[src/rtl/intr_ctrl_if.sv]
`default_nettype none
// ============================================================================
// intr_ctrl_if
//   Request-line, mask-write and CPU handshake bundle for intr_ctrl.
//   Rev 1.0 - initial release
// ============================================================================
interface intr_ctrl_if #(
  parameter int N_SRC = 4,
  parameter int ID_W  = 3
);
  logic [N_SRC-1:0] irq_in;
  logic             mask_we;
  logic [N_SRC-1:0] mask_wdata;
  logic             int_ack;
  logic             int_sig;
  logic [ID_W-1:0]  int_id;
  logic [N_SRC-1:0] pending;
  logic [N_SRC-1:0] mask;

  // master: the environment (request sources, software, CPU control unit)
  modport master (
    output irq_in, mask_we, mask_wdata, int_ack,
    input  int_sig, int_id, pending, mask
  );

  // slave: the interrupt controller
  modport slave (
    input  irq_in, mask_we, mask_wdata, int_ack,
    output int_sig, int_id, pending, mask
  );
endinterface
`default_nettype wire

[src/rtl/intr_ctrl.sv]
`default_nettype none
// ============================================================================
// intr_ctrl
//   Synchronises and edge-latches N_SRC request lines, masks them, and offers
//   one fixed-priority interrupt at a time to the CPU with an ack/gap handshake.
//   Rev 1.0 - initial release
// ============================================================================
module intr_ctrl #(
  parameter int N_SRC       = 4,
  parameter int SYNC_STAGES = 2,
  parameter int MIN_GAP     = 2,
  parameter int ID_W        = 3
) (
  input  logic        clk,
  input  logic        rstn,
  intr_ctrl_if.slave  bus
);

  localparam int             CNT_W      = 4;
  localparam logic [CNT_W-1:0] C_GAP_LOAD = CNT_W'(MIN_GAP - 1);

  typedef enum logic [1:0] {
    S_IDLE    = 2'd0,
    S_REQ     = 2'd1,
    S_RELEASE = 2'd2,
    S_GAP     = 2'd3
  } state_t;

  logic [SYNC_STAGES-1:0][N_SRC-1:0] sync_q;
  logic [N_SRC-1:0]                  s_d_q;
  logic [N_SRC-1:0]                  pending_q;
  logic [N_SRC-1:0]                  pending_d;
  logic [N_SRC-1:0]                  mask_q;
  logic [N_SRC-1:0]                  mask_d;
  state_t                            state_q;
  logic                              int_sig_q;
  logic [ID_W-1:0]                   int_id_q;
  logic [CNT_W-1:0]                  gap_q;

  logic [N_SRC-1:0]                  w_sync;
  logic [N_SRC-1:0]                  w_rise;
  logic [N_SRC-1:0]                  w_elig;
  logic [N_SRC-1:0]                  w_clr;
  logic [ID_W-1:0]                   w_win_id;
  logic                              w_take;

  // sync_q[0] is the newest sample; the oldest stage is the synchronised line
  always_ff @(posedge clk or negedge rstn) begin
    if (!rstn) begin
      sync_q <= '0;
      s_d_q  <= '0;
    end else begin
      sync_q <= {sync_q[SYNC_STAGES-2:0], bus.irq_in};
      s_d_q  <= w_sync;
    end
  end

  assign w_sync = sync_q[SYNC_STAGES-1];
  assign w_rise = w_sync & ~s_d_q;
  assign w_elig = pending_q & mask_q;
  assign w_take = (state_q == S_REQ) && bus.int_ack;

  always_comb begin
    w_win_id = '0;
    for (int i = N_SRC - 1; i >= 0; i--) begin
      if (w_elig[i]) begin
        w_win_id = ID_W'(i);
      end
    end
  end

  always_comb begin
    w_clr = '0;
    for (int i = 0; i < N_SRC; i++) begin
      w_clr[i] = w_take && (int_id_q == ID_W'(i));
    end
  end

  // A fresh rise overrides the ack clear on the same bit
  assign pending_d = (pending_q & ~w_clr) | w_rise;
  assign mask_d    = bus.mask_we ? bus.mask_wdata : mask_q;

  always_ff @(posedge clk or negedge rstn) begin
    if (!rstn) begin
      pending_q <= '0;
      mask_q    <= '1;
    end else begin
      pending_q <= pending_d;
      mask_q    <= mask_d;
    end
  end

  always_ff @(posedge clk or negedge rstn) begin
    if (!rstn) begin
      state_q   <= S_IDLE;
      int_sig_q <= 1'b0;
      int_id_q  <= '0;
      gap_q     <= '0;
    end else begin
      case (state_q)
        S_IDLE: begin
          if (|w_elig) begin
            int_id_q  <= w_win_id;
            int_sig_q <= 1'b1;
            state_q   <= S_REQ;
          end
        end
        S_REQ: begin
          if (bus.int_ack) begin
            int_sig_q <= 1'b0;
            state_q   <= S_RELEASE;
          end
        end
        S_RELEASE: begin
          if (!bus.int_ack) begin
            gap_q   <= C_GAP_LOAD;
            state_q <= S_GAP;
          end
        end
        S_GAP: begin
          if (gap_q == '0) begin
            state_q <= S_IDLE;
          end else begin
            gap_q <= gap_q - CNT_W'(1);
          end
        end
        default: begin
          state_q <= S_IDLE;
        end
      endcase
    end
  end

  assign bus.int_sig = int_sig_q;
  assign bus.int_id  = int_id_q;
  assign bus.pending = pending_q;
  assign bus.mask    = mask_q;

endmodule
`default_nettype wire

[src/flat_wrapper.sv]
// flat-port wrapper written by rule: the top's interface ports become plain ports
module intr_ctrl_flat 
#(
  parameter int N_SRC       = 4,
  parameter int SYNC_STAGES = 2,
  parameter int MIN_GAP     = 2,
  parameter int ID_W        = 3
)
  (clk, rstn, bus_irq_in, bus_mask_we, bus_mask_wdata, bus_int_ack, bus_int_sig, bus_int_id, bus_pending, bus_mask);
  intr_ctrl_if #(.N_SRC(N_SRC), .ID_W(ID_W)) bus_i ();
  input  logic clk;
  input  logic rstn;
  input wire logic [$bits(bus_i.irq_in)-1:0] bus_irq_in;
  input wire logic [$bits(bus_i.mask_we)-1:0] bus_mask_we;
  input wire logic [$bits(bus_i.mask_wdata)-1:0] bus_mask_wdata;
  input wire logic [$bits(bus_i.int_ack)-1:0] bus_int_ack;
  output wire logic [$bits(bus_i.int_sig)-1:0] bus_int_sig;
  output wire logic [$bits(bus_i.int_id)-1:0] bus_int_id;
  output wire logic [$bits(bus_i.pending)-1:0] bus_pending;
  output wire logic [$bits(bus_i.mask)-1:0] bus_mask;
  assign bus_i.irq_in = bus_irq_in;
  assign bus_i.mask_we = bus_mask_we;
  assign bus_i.mask_wdata = bus_mask_wdata;
  assign bus_i.int_ack = bus_int_ack;
  assign bus_int_sig = bus_i.int_sig;
  assign bus_int_id = bus_i.int_id;
  assign bus_pending = bus_i.pending;
  assign bus_mask = bus_i.mask;
  intr_ctrl #(.N_SRC(N_SRC), .SYNC_STAGES(SYNC_STAGES), .MIN_GAP(MIN_GAP), .ID_W(ID_W)) u_core (.clk(clk), .rstn(rstn), .bus(bus_i));
endmodule
[config.mk]
export PLATFORM = sky130hd
export DESIGN_NAME = intr_ctrl_flat
export DESIGN_NICKNAME = d
export VERILOG_FILES = /design/src/rtl/intr_ctrl_if.sv /design/src/rtl/intr_ctrl.sv /design/src/flat_wrapper.sv
export SDC_FILE = /design/constraint.sdc
export NUM_CORES = 1
export LEC_CHECK = 0
export ABC_AREA = 1
export CAP_MARGIN = 20
export CORE_ASPECT_RATIO = 1.75
export CORE_MARGIN = 2
export CORE_UTILIZATION = 45
export CTS_BUF_LIST = sky130_fd_sc_hd__clkbuf_4 sky130_fd_sc_hd__clkbuf_8 sky130_fd_sc_hd__clkbuf_16
export DETAILED_ROUTE_END_ITERATION = 8
export PLACE_DENSITY = 0.76
export SLEW_MARGIN = 40
export SYNTH_ARGS = -nofsm -noshare
export SYNTH_HDL_FRONTEND = slang
export SYNTH_SLANG_ARGS = --single-unit
export TNS_END_PERCENT = 30
[constraint.sdc]
create_clock -name clk -period 1.2 [get_ports clk]
set_clock_uncertainty 0.05 [all_clocks]
set_input_delay 0.24 -clock clk [delete_from_list [all_inputs] [get_ports clk]]
set_output_delay 0.24 -clock clk [all_outputs]
set_load 0.1 [all_outputs]
==> results by group, run 1 <==
Setup path
  – Worst-path cell chain: buf_12, buf_12
  – CP max stage cell: dfstp_4
  – Critical path class: flip-flop to output pin
  – Most numerous cell on the critical path: buf_12
  – Crit. End Element: output pin
  – CP required: 0.91 ns
  – Startpoint Class: flip-flop
  – WP data arrival: 1.17 ns
  – Critical path peak fanout: 2
  – Max incr delay on CP: 0.63 ns

Power and ir drop
  – Pwr Density: 2813 mW/mm2
  – Total power: 0.005988 W
  – Combinational group share of total power: 57.3%
  – Net Sw Power: 0.002643 W
  – Int Pwr: 0.003344 W
  – Seq pwr share: 25.0%
  – Max VDD drop: roughly 2100 uV
  – Leakage: 1.015 nW
  – Switching Share: between 40% and 50%
  – Clk pwr share: 17.6%

Floorplanning
  – Core area: 0.002690 mm2
  – Die width: 44.32 um
  – Die Y: 74.55 um
  – DIE AREA: 0.003304 mm2
  – Io pins: 24
  – Initial Util: between 40% and 50%
  – Rows: 25

STA
  – F_max: 683.7 MHz
  – Slew Viols, Final: 0
  – Tmin final: between 1 and 1.5 ns
  – Final worst slack: -0.2627 ns
  – Final period util: 121.9%
  – Final Hold Viols: 0
  – Setup TNS Final: -2.834 ns
  – Final setup vio count: 21
  – Unrepaired setup endpoints after global routing: true
  – Final hold slack: about 0.26 ns

Synthesis
  – Avg Synthesized Cell Area: 9.552 um2
  – YS warnings: 0
  – Flops & latches, synth: 29
  – Post-Synthesis Cells: 134
  – Syn Nets: 152
  – Synth unique cells: 21
  – Mapped cell area: 0.001280 mm2
  – Sequential cell area fraction in the yosys report: 57.09%

Global routing
  – GRT Util Overall: 22.91%
  – Initial antenna violation count: 0
  – Pin count of the biggest net entering global routing: 30
  – Grt total ovfl: 0
  – Number of global-route vias before repair: 1,165
  – Global-route wire length before repair: 5195 um

Routing
  – DRC: 0
  – Final wirelength: about 3300 um
  – Drt pass-1 iters: 4
  – DRC violation total after the first TritonRoute iteration: 34
  – ANT nets after route: 0
  – DR WL/cell: approximately 16 um
  – Via Count: between 1,000 and 1,500
  – Vias per Instance: 5.156

Placement
  – Placed cell areas: ~0.0018 mm2
  – DP Wirelength: 2042 um
  – Placed Cells incl. Taps: 197
  – Routability cong.: 0.7421
  – Port bufs: 22

Cells and area
  – Most frequent cells in the layout: nand2_1 (27), dfrtp_1 (18), inv_1 (15), buf_12 (13), buf_4 (13)
  – Layout cells sized above 1: about 48%
  – ANT cells: 0
  – FILL cells: ~150
  – Commonest non-fill, non-tap cell in the layout: nand2_1
  – Post-Layout Cell Count: ~210
  – Design area: 0.002128 mm2
  – Post-layout nets: 202
  – Area Overhead vs Synth: 66.28%

Min path
  – Worst min path class: input port to asynchronous set/reset pin

Clocking
  – Clock root cell: clkbuf_8
  – CTS max path bufs: 2
  – Num CTS Buffers: 5
  – Clk sinks: 29
  – Clk pin slew, worst setup/hold paths: around 0.07 ns
  – CTS tree: done
  – CTS Hold Buffers Added: 0
  – H-tree depth: 2
  – Clk_lat worst skew: 0.28 ns

Status
  – Failing checks: negative setup slack
  – Status: complete, but fails checks

Job
  – Max-cap violations: 0
==> power groups by stage <==
stage	clock [W]	sequential (W)	combinational [W]
floorplan	0	0.00217	0.00100
detailed placement	0	0.00148	0.00277
global placement	0	0.00146	0.00268
finish	0.00106	0.00150	0.00343
CTS	0.00108	0.00148	0.00318
global route	0.00112	0.00153	0.00366
==> registers in the layout (all words and copies together) (netlist names) <==
name	count
u_core.sync_q	4
u_core.state_q	2
u_core.bus.int_id	2
u_core.gap_q	4
u_core.bus.mask	4
u_core.bus.pending	4
u_core.s_d_q	4
u_core.bus.int_sig	1
u_core.w_sync	4
==> cells by family (layout without fill, tap and decap cells) <==
family                   Yosys count  after routing  share of synthesized area (%)
AO/OA/AOI/OAI                     16             16                          6.745
AND/OR/NAND/NOR                   58             58                          20.33
other                              1              1                         0.2930
adder cells (fa/ha/maj)            6              6                          5.865
multiplexers                       4              4                          3.519
buffers and inverters             20             71                          6.158
flip-flops                        29             29                          57.09
==> routing by layer <==
| metal | global-route usage [%] | vias up | part of all wire, % |
|---|---|---|---|
| met5 | 0 | - | 0 |
| met4 | 18.18 | 0 | 4.6 |
| met3 | 6.068 | 15 | 4.6 |
| met2 | 40.69 | 36 | 58 |
| met1 | 21.08 | 531 | 33 |
| li1 | - | 511 | - |
==> per-stage QoR <==
step                      setup WS [ns]  utilization (%)
after floorplan                 -0.1878                -
after global placement          -0.2592            67.35
after detailed placement        -0.2932            67.35
after CTS                       -0.2660            77.67
after global routing            -0.2893            79.12
final                           -0.2627            79.12
==> path summary, 6_finish.rpt <==
path | start | endpoint | slack, ns | cells past startpoint
worst min-delay path | rstn | u_core.bus.pending[1] | 0.26 | 2
worst min register to register | u_core.sync_q[0] | u_core.w_sync[0] | 0.30 | 0
worst max-delay path | u_core.bus.mask[3] | bus_mask[3] | -0.26 | 2
min in group clk | u_core.sync_q[0] | u_core.w_sync[0] | 0.30 | 0
worst max register to register | u_core.state_q[1] | u_core.state_q[0] | -0.23 | 8
max in group asynchronous | rstn | u_core.bus.mask[2] | 0.60 | 2
==> cell type report <==
cell class / count / area, um2 / share of cell area [%]
Clock buffer: 6 / 82.58 / 3.880
Clock inverter: 2 / 37.54 / 1.764
Inverter: 19 / 76.32 / 3.586
Multi-Input combinational cell: 85 / 596.8 / 28.04
Sequential cell: 29 / 754.5 / 35.45
Tap cell: 27 / 33.78 / 1.587
Timing Repair Buffer: 44 / 546.8 / 25.69
==> repair_timing <==
item,in CTS,in global routing
buffers inserted,6,1
setup endpoints to repair,21,23
pin swaps,12,3
gates resized for setup,34,11
==> cells in the mapped netlist <==
cell type / n / area, um2
nand3_1: 6 / 30.03
ha_1: 6 / 75.07
nand2_2: 4 / 25.02
a21boi_0: 1 / 7.510
a21oi_1: 3 / 15.01
or2_1: 1 / 6.260
o21ai_1: 4 / 20.02
buf_4: 1 / 7.510
nand2_1: 37 / 138.9
inv_1: 18 / 67.56
conb_1: 1 / 3.750
nand2_4: 2 / 22.52
nor2_1: 5 / 18.77
inv_2: 1 / 3.750
dfstp_2: 4 / 105.1
nor2_2: 2 / 12.51
dfrtp_1: 25 / 625.6
o21ai_0: 7 / 35.03
mux2_2: 4 / 45.04
or2_2: 1 / 6.260
a21oi_2: 1 / 8.760
==> critical path: cells and delay by family (launching register included) <==
family | cells | cell delay, ns
flip-flops | 1 | 0.63
buffers and inverters | 2 | 0.26
(Power assumes the default switching activity.)
==> run 2: changes to the inputs <==
--- a/config.mk
+++ b/config.mk
@@ -12,3 +12,3 @@
 export CORE_UTILIZATION = 45
-export CTS_BUF_LIST = sky130_fd_sc_hd__clkbuf_4 sky130_fd_sc_hd__clkbuf_8 sky130_fd_sc_hd__clkbuf_16
+export CTS_BUF_LIST = sky130_fd_sc_hd__clkbuf_16
 export DETAILED_ROUTE_END_ITERATION = 8
--- a/constraint.sdc
+++ b/constraint.sdc
@@ -4,2 +4,2 @@
 set_output_delay 0.24 -clock clk [all_outputs]
-set_load 0.1 [all_outputs]
+set_load 0.05 [all_outputs]
==> results by group, run 2 (synthesis gave the netlist of run 1 again) <==
Floorplanning
  – Rows: 25 (unchanged)
  – Core area: 0.002690 mm2 (unchanged)
  – Die width: 44.32 um (unchanged)
  – Initial Util: 47.58% (unchanged)
  – DIE AREA: 0.003304 mm2 (unchanged)
  – Io pins: 24 (unchanged)
  – Die Y: 74.55 um (unchanged)

Setup path
  – R2R depth: 8 (unchanged)
  – Crit. End Element: flip-flop
  – Critical path class: flip-flop to flip-flop
  – Crit path from: u_core.state_q[1]
  – WP data arrival: 1.56 ns (+0.39 ns)
  – Critical path peak fanout: 3 (+1)
  – CP required: 1.36 ns (+0.45 ns)
  – Startpoint Class: flip-flop
  – CP endpoint: u_core.state_q[0]
  – Worst r2r src: u_core.state_q[1]
  – Flop2flop setup slack: -0.20 ns (+0.03 ns)
  – R2r endpoint: u_core.state_q[0]

Global routing
  – GR Util met1: 20.35% (-0.73 points)
  – Global routing usage on met2: 40.36% (-0.33 points)
  – Pin count of the biggest net entering global routing: 30 (unchanged)
  – Grt total ovfl: 0 (unchanged)
  – Number of global-route vias before repair: 1,142 (-2.0%)
  – Met3 Resource Use GR: 6.553% (+0.49 points)
  – Most utilized layer in the global route result: met2
  – GRT Util Overall: 22.09% (-0.82 points)
  – Initial antenna violation count: 0 (unchanged)
  – Global-route wire length before repair: 5043 um (-2.9%)

Clocking
  – Clk_lat worst skew: 0.27 ns (about the same)
  – Clock root cell: clkbuf_16
  – CTS max path bufs: 2 (unchanged)
  – Num CTS Buffers: 5 (unchanged)
  – H-tree depth: 2 (unchanged)
  – Clk pin slew, worst setup/hold paths: 0.05 ns (-0.02 ns)
  – CTS tree: done
  – Clk sinks: 29 (unchanged)
  – CTS Hold Buffers Added: 0 (unchanged)

Routing
  – DRC violation total after the first TritonRoute iteration: 23 (-32%)
  – DR WL/cell: 15.31 um (-1.3%)
  – DRC: 0 (unchanged)
  – Final wirelength: 3260 um (-0.88%)
  – Drt pass-1 iters: 4 (unchanged)
  – ANT nets after route: 0 (unchanged)
  – Vias per Instance: 5.131 (-0.47%)
  – Via Count: 1,093 (unchanged)

Power and ir drop
  – Total power: 0.005678 W (-5.2%)
  – Leakage: 1.032 nW (+1.7%)
  – Pwr Density: 2671 mW/mm2 (-5.1%)
  – Max VDD drop: 1912 uV (-11%)

STA
  – Final period util: 116.6% (-5.2 points)
  – Slew Viols, Final: 0 (unchanged)
  – Tmin final: 1.400 ns (-0.06297 ns)
  – Final worst slack: -0.1998 ns (+0.06297 ns)
  – Unrepaired setup endpoints after global routing: true
  – F_max: 714.4 MHz (+4.5%)
  – Final setup vio count: 20 (-4.8%)
  – Final Hold Viols: 0 (unchanged)
  – Setup TNS Final: -1.924 ns (+0.9096 ns)

Placement
  – Worst slack at placement: -0.2929 ns (+0.0003020 ns)
  – DP Wirelength: 2089 um (+2.3%)
  – Routability cong.: 0.7388 (-0.44%)
  – Port bufs: 22 (unchanged)
  – Placed Cells incl. Taps: 199 (+1.0%)

Cells and area
  – Commonest non-fill, non-tap cell in the layout: nand2_1
  – Most frequent cells in the layout: nand2_1 (29), dfrtp_1 (22), inv_1 (15), buf_12 (12), buf_6 (12)
  – Area Overhead vs Synth: 66.08%
  – ANT cells: 0 (unchanged)
  – Post-layout nets: 203 (+0.50%)
  – Core Util, Final: 79.02% (-0.093 points)
  – Post-Layout Cell Count: 213 (+0.47%)
  – FILL cells: 173 (+18%)
  – Layout cells sized above 1: 45.16% (-2.9 points)

Status
  – Failing checks: negative setup slack
  – Status: complete, but fails checks

Min path
  – Worst min path class: input port to asynchronous set/reset pin

Job
  – Max-cap violations: 0 (unchanged)
run 2: layout make-up:
| type | instances | area [um2] | share of cell area [%] |
|---|---|---|---|
| Sequential cell | 29 | 734.5 | 34.55 |
| Timing Repair Buffer | 45 | 560.5 | 26.37 |
| Clock inverter | 3 | 13.76 | 0.6474 |
| Multi-Input combinational cell | 85 | 584.3 | 27.49 |
| Tap cell | 27 | 33.78 | 1.589 |
| Clock buffer | 5 | 125.1 | 5.886 |
| Inverter | 19 | 73.82 | 3.473 |
run 2: worst max-delay path: stages, from the launching register on:
cell and delay, ns:
dfrtp_1 0.39, buf_6 0.14, ha_4 0.17, nand2_4 0.10, nand2_4 0.05, a21oi_4 0.15
buf_6 0.13, nand3_2 0.06, nand2_1 0.08
run 2: repair_timing:
action                                  CTS  global route
gates cloned                              0             0
gates resized for setup                  38            12
hold endpoints to repair                  0             0
endpoints found under the setup margin   22            22
buffers inserted                          4             2
pin swaps                                10             3
run 2: how the worst min path moves through the flow:
| stage | slack (ns) | cells after the start | to | from |
|---|---|---|---|---|
| 6_report | 0.28 | 2 | u_core.w_sync[0] | rstn |
| 5_1_grt | 0.30 | 2 | u_core.bus.pending[1] | rstn |
| 4_1_cts | 0.29 | 2 | u_core.bus.pending[2] | rstn |
| 3_5_place_dp | 0.28 | 0 | u_core.w_sync[1] | u_core.sync_q[1] |
| 3_3_place_gp | 0.28 | 0 | u_core.w_sync[1] | u_core.sync_q[1] |
| 2_1_floorplan | -0.11 | 0 | u_core.bus.int_id[0] | rstn |
run 2: power by group:
part / total (W) / switching (W) / internal (W)
combinational: 0.00305 / 0.00159 / 0.00146
clock: 0.00117 / 0.000424 / 0.000750
sequential: 0.00146 / 0.000237 / 0.00122
total: 0.00568 / 0.00225 / 0.00343
run 2: routing by layer:
| layer | vias to the layer above | wire length (um) |
|---|---|---|
| met2 | 39 | 1859 |
| met5 | - | 0 |
| met4 | 0 | 148 |
| li1 | 516 | - |
| met1 | 526 | 1099 |
| met3 | 12 | 152 |
run 2: stage by stage:
stage                     hold WS [ns]  instance area, um2
final                           0.2827                2126
after global routing            0.3001                2126
after global placement          0.2830                1784
after floorplan                -0.1056                1287
after detailed placement        0.2847                1784
after CTS                       0.2903                2076
==> run 3: changes to the inputs <==
Settings changed: CORE_UTILIZATION 45 to 54, PLACE_DENSITY 0.76 to 0.85.
Clock period 1.2 ns to 1.7 ns, I/O delays scaled along.
==> results by group, run 3 (synthesis gave the netlist of run 1 again) <==
Status
  – Status: completed

Clocking
  – Clk_lat worst skew: 0.27 ns (about the same)
  – Num CTS Buffers: 5 (unchanged)
  – Cts repair resizes: 0 (-100%)
  – Clk sinks: 29 (unchanged)
  – Clock root cell: clkbuf_16
  – CTS Hold Buffers Added: 0 (unchanged)
  – CTS tree: done
  – CTS max path bufs: 2 (unchanged)
  – Number of setup buffers added after CTS: 0 (-4)
  – H-tree depth: 2 (unchanged)
  – Clk pin slew, worst setup/hold paths: 0.05 ns (about the same)

STA
  – Tmin final: 1.534 ns (+0.1341 ns)
  – Final period util: 90.23% (-26 points)
  – Slew Viols, Final: 0 (unchanged)
  – Unrepaired setup endpoints after global routing: false
  – Setup TNS Final: 0 ns (+1.924 ns)
  – F_max: 651.9 MHz (-8.7%)
  – Final setup vio count: 0 (-100%)
  – Final worst slack: 0.1661 ns (+0.3659 ns)
  – Final Hold Viols: 0 (unchanged)

Floorplanning
  – Core area: 0.002273 mm2 (-15%)
  – Initial Util: 56.30% (+8.7 points)
  – DIE AREA: 0.002791 mm2 (-16%)
  – Die width: 40.81 um (-7.9%)
  – Rows: 23 (-8.0%)
  – Die Y: 68.41 um (-8.2%)
  – Io pins: 24 (unchanged)

Power and ir drop
  – Leakage: 0.8479 nW (-18%)
  – Int Pwr: 0.001868 W (-46%)
  – Combinational group share of total power: 41.9% (-12 points)
  – Switching Share: 40.38% (+0.81 points)
  – Net Sw Power: 0.001266 W (-44%)
  – Seq pwr share: 31.9% (+6.2 points)
  – Pwr Density: 1834 mW/mm2 (-31%)
  – Clk pwr share: 26.2% (+5.5 points)
  – Max VDD drop: 1082 uV (-43%)

Job
  – Max-cap violations: 0 (unchanged)

Global routing
  – Pin count of the biggest net entering global routing: 30 (unchanged)
  – Initial antenna violation count: 0 (unchanged)
  – Number of global-route vias before repair: 945 (-17%)
  – Global-route wire length before repair: 3726 um (-26%)
  – GRT Util Overall: 20.74% (-1.3 points)
  – Grt total ovfl: 0 (unchanged)

Placement
  – Placed cell areas: 0.001567 mm2 (-12%)
  – Routability cong.: 0.8001 (+8.3%)
  – Port bufs: 22 (unchanged)
  – Placed Cells incl. Taps: 181 (-9.0%)
  – Worst slack at placement: 0.1130 ns (+0.4059 ns)
  – DP Wirelength: 1755 um (-16%)

Cells and area
  – FILL cells: 166 (-4.0%)
  – Area Overhead vs Synth: 33.53%
  – Post-Layout Cell Count: 189 (-11%)
  – Commonest non-fill, non-tap cell in the layout: nand2_1
  – ANT cells: 0 (unchanged)
  – Core Util, Final: 75.18% (-3.8 points)
  – Post-layout nets: 181 (-11%)
  – Design area: 0.001709 mm2 (-20%)
  – Layout cells sized above 1: 23.78% (-21 points)
  – Most frequent cells in the layout: nand2_1 (37), dfrtp_1 (25), inv_1 (18), clkdlybuf4s50_1 (11)

Routing
  – Via Count: 980 (-10%)
  – DRC violation total after the first TritonRoute iteration: 31 (+35%)
  – DRC: 0 (unchanged)
  – ANT nets after route: 0 (unchanged)
  – DR WL/cell: 12.86 um (-16%)
  – Drt pass-1 iters: 4 (unchanged)
  – Final wirelength: 2430 um (-25%)
  – Vias per Instance: 5.185 (+1.0%)

Setup path
  – Worst r2r src: u_core.state_q[0]
  – Flop2flop setup slack: 0.17 ns (+0.37 ns)
  – Startpoint Class: flip-flop
  – R2R depth: 8 (unchanged)
  – Crit. End Element: flip-flop
  – Critical path peak fanout: 6 (+3)
  – Critical path class: flip-flop to flip-flop
  – WP data arrival: 1.65 ns (+0.09 ns)
  – R2r endpoint: u_core.state_q[1]
  – CP required: 1.81 ns (+0.45 ns)

Min path
  – Launch point of the worst hold path: u_core.sync_q[2]
  – Worst min path class: flip-flop to flip-flop
  – Hold depth: 0
  – WHS Endpoint: u_core.w_sync[2]
## run 3: cell types whose count changed in the layout (fill, tap and decap cells not counted), sizes merged
cell,change
buf,-22
clkinvlp,+1
inv,-1
## run 3: power by group through the flow
stage	Clock (W)	Sequential, W	Combinational, W
detailed placement	0	0.00100	0.00130
global placement	0	0.000998	0.00124
floorplan	0	0.00122	0.000687
finish	0.000821	0.000999	0.00131
CTS	0.000835	0.00100	0.00132
global route	0.000864	0.00102	0.00144
## run 3: area by class of cell
| class | count | area, um2 | share of cell area, % |
|---|---|---|---|
| inverter | 19 | 71.32 | 4.173 |
| clock inverter | 3 | 17.52 | 1.025 |
| tap | 25 | 31.28 | 1.830 |
| timing repair buffer | 23 | 262.8 | 15.37 |
| sequential | 29 | 730.7 | 42.75 |
| clock buffer | 5 | 125.1 | 7.321 |
| multi-input combinational | 85 | 470.5 | 27.53 |
## run 3: how the worst max path moves through the flow
stage                                   from                    end  slack, ns  cells past startpoint
after floorplan           u_core.bus.mask[2]      u_core.state_q[0]       0.34                      7
after global placement           bus_int_ack  u_core.bus.pending[1]       0.16                      5
after detailed placement         bus_int_ack      u_core.state_q[1]       0.11                      7
after CTS                  u_core.state_q[0]      u_core.state_q[1]       0.19                      8
after global routing       u_core.state_q[0]      u_core.state_q[1]       0.09                      8
final                      u_core.state_q[0]      u_core.state_q[1]       0.17                      8
## run 3: per-layer routing
metal	GRT usage [%]	share of wire [%]	up-vias
met5	0	0	-
met4	10.00	2.2	0
met3	8.766	5.6	7
met2	37.50	57	34
met1	17.53	35	469
li1	-	-	470
## run 3: stage by stage
step / hold WS (ns) / power [W]
5_1_grt: 0.3032 / 0.003322
6_report: 0.2910 / 0.003134
3_3_place_gp: 0.2859 / 0.002236
3_5_place_dp: 0.2889 / 0.002308
2_1_floorplan: -0.005591 / 0.001912
4_1_cts: 0.2957 / 0.003153
## run 3: worst max-delay path, stage by stage (launching register included)
cell	delay, ns
dfrtp_1	0.40
inv_1	0.10
ha_1	0.25
nand2_2	0.15
nand2_1	0.09
a21oi_2	0.16
nand2_1	0.10
nand2_1	0.08
nand2_1	0.05
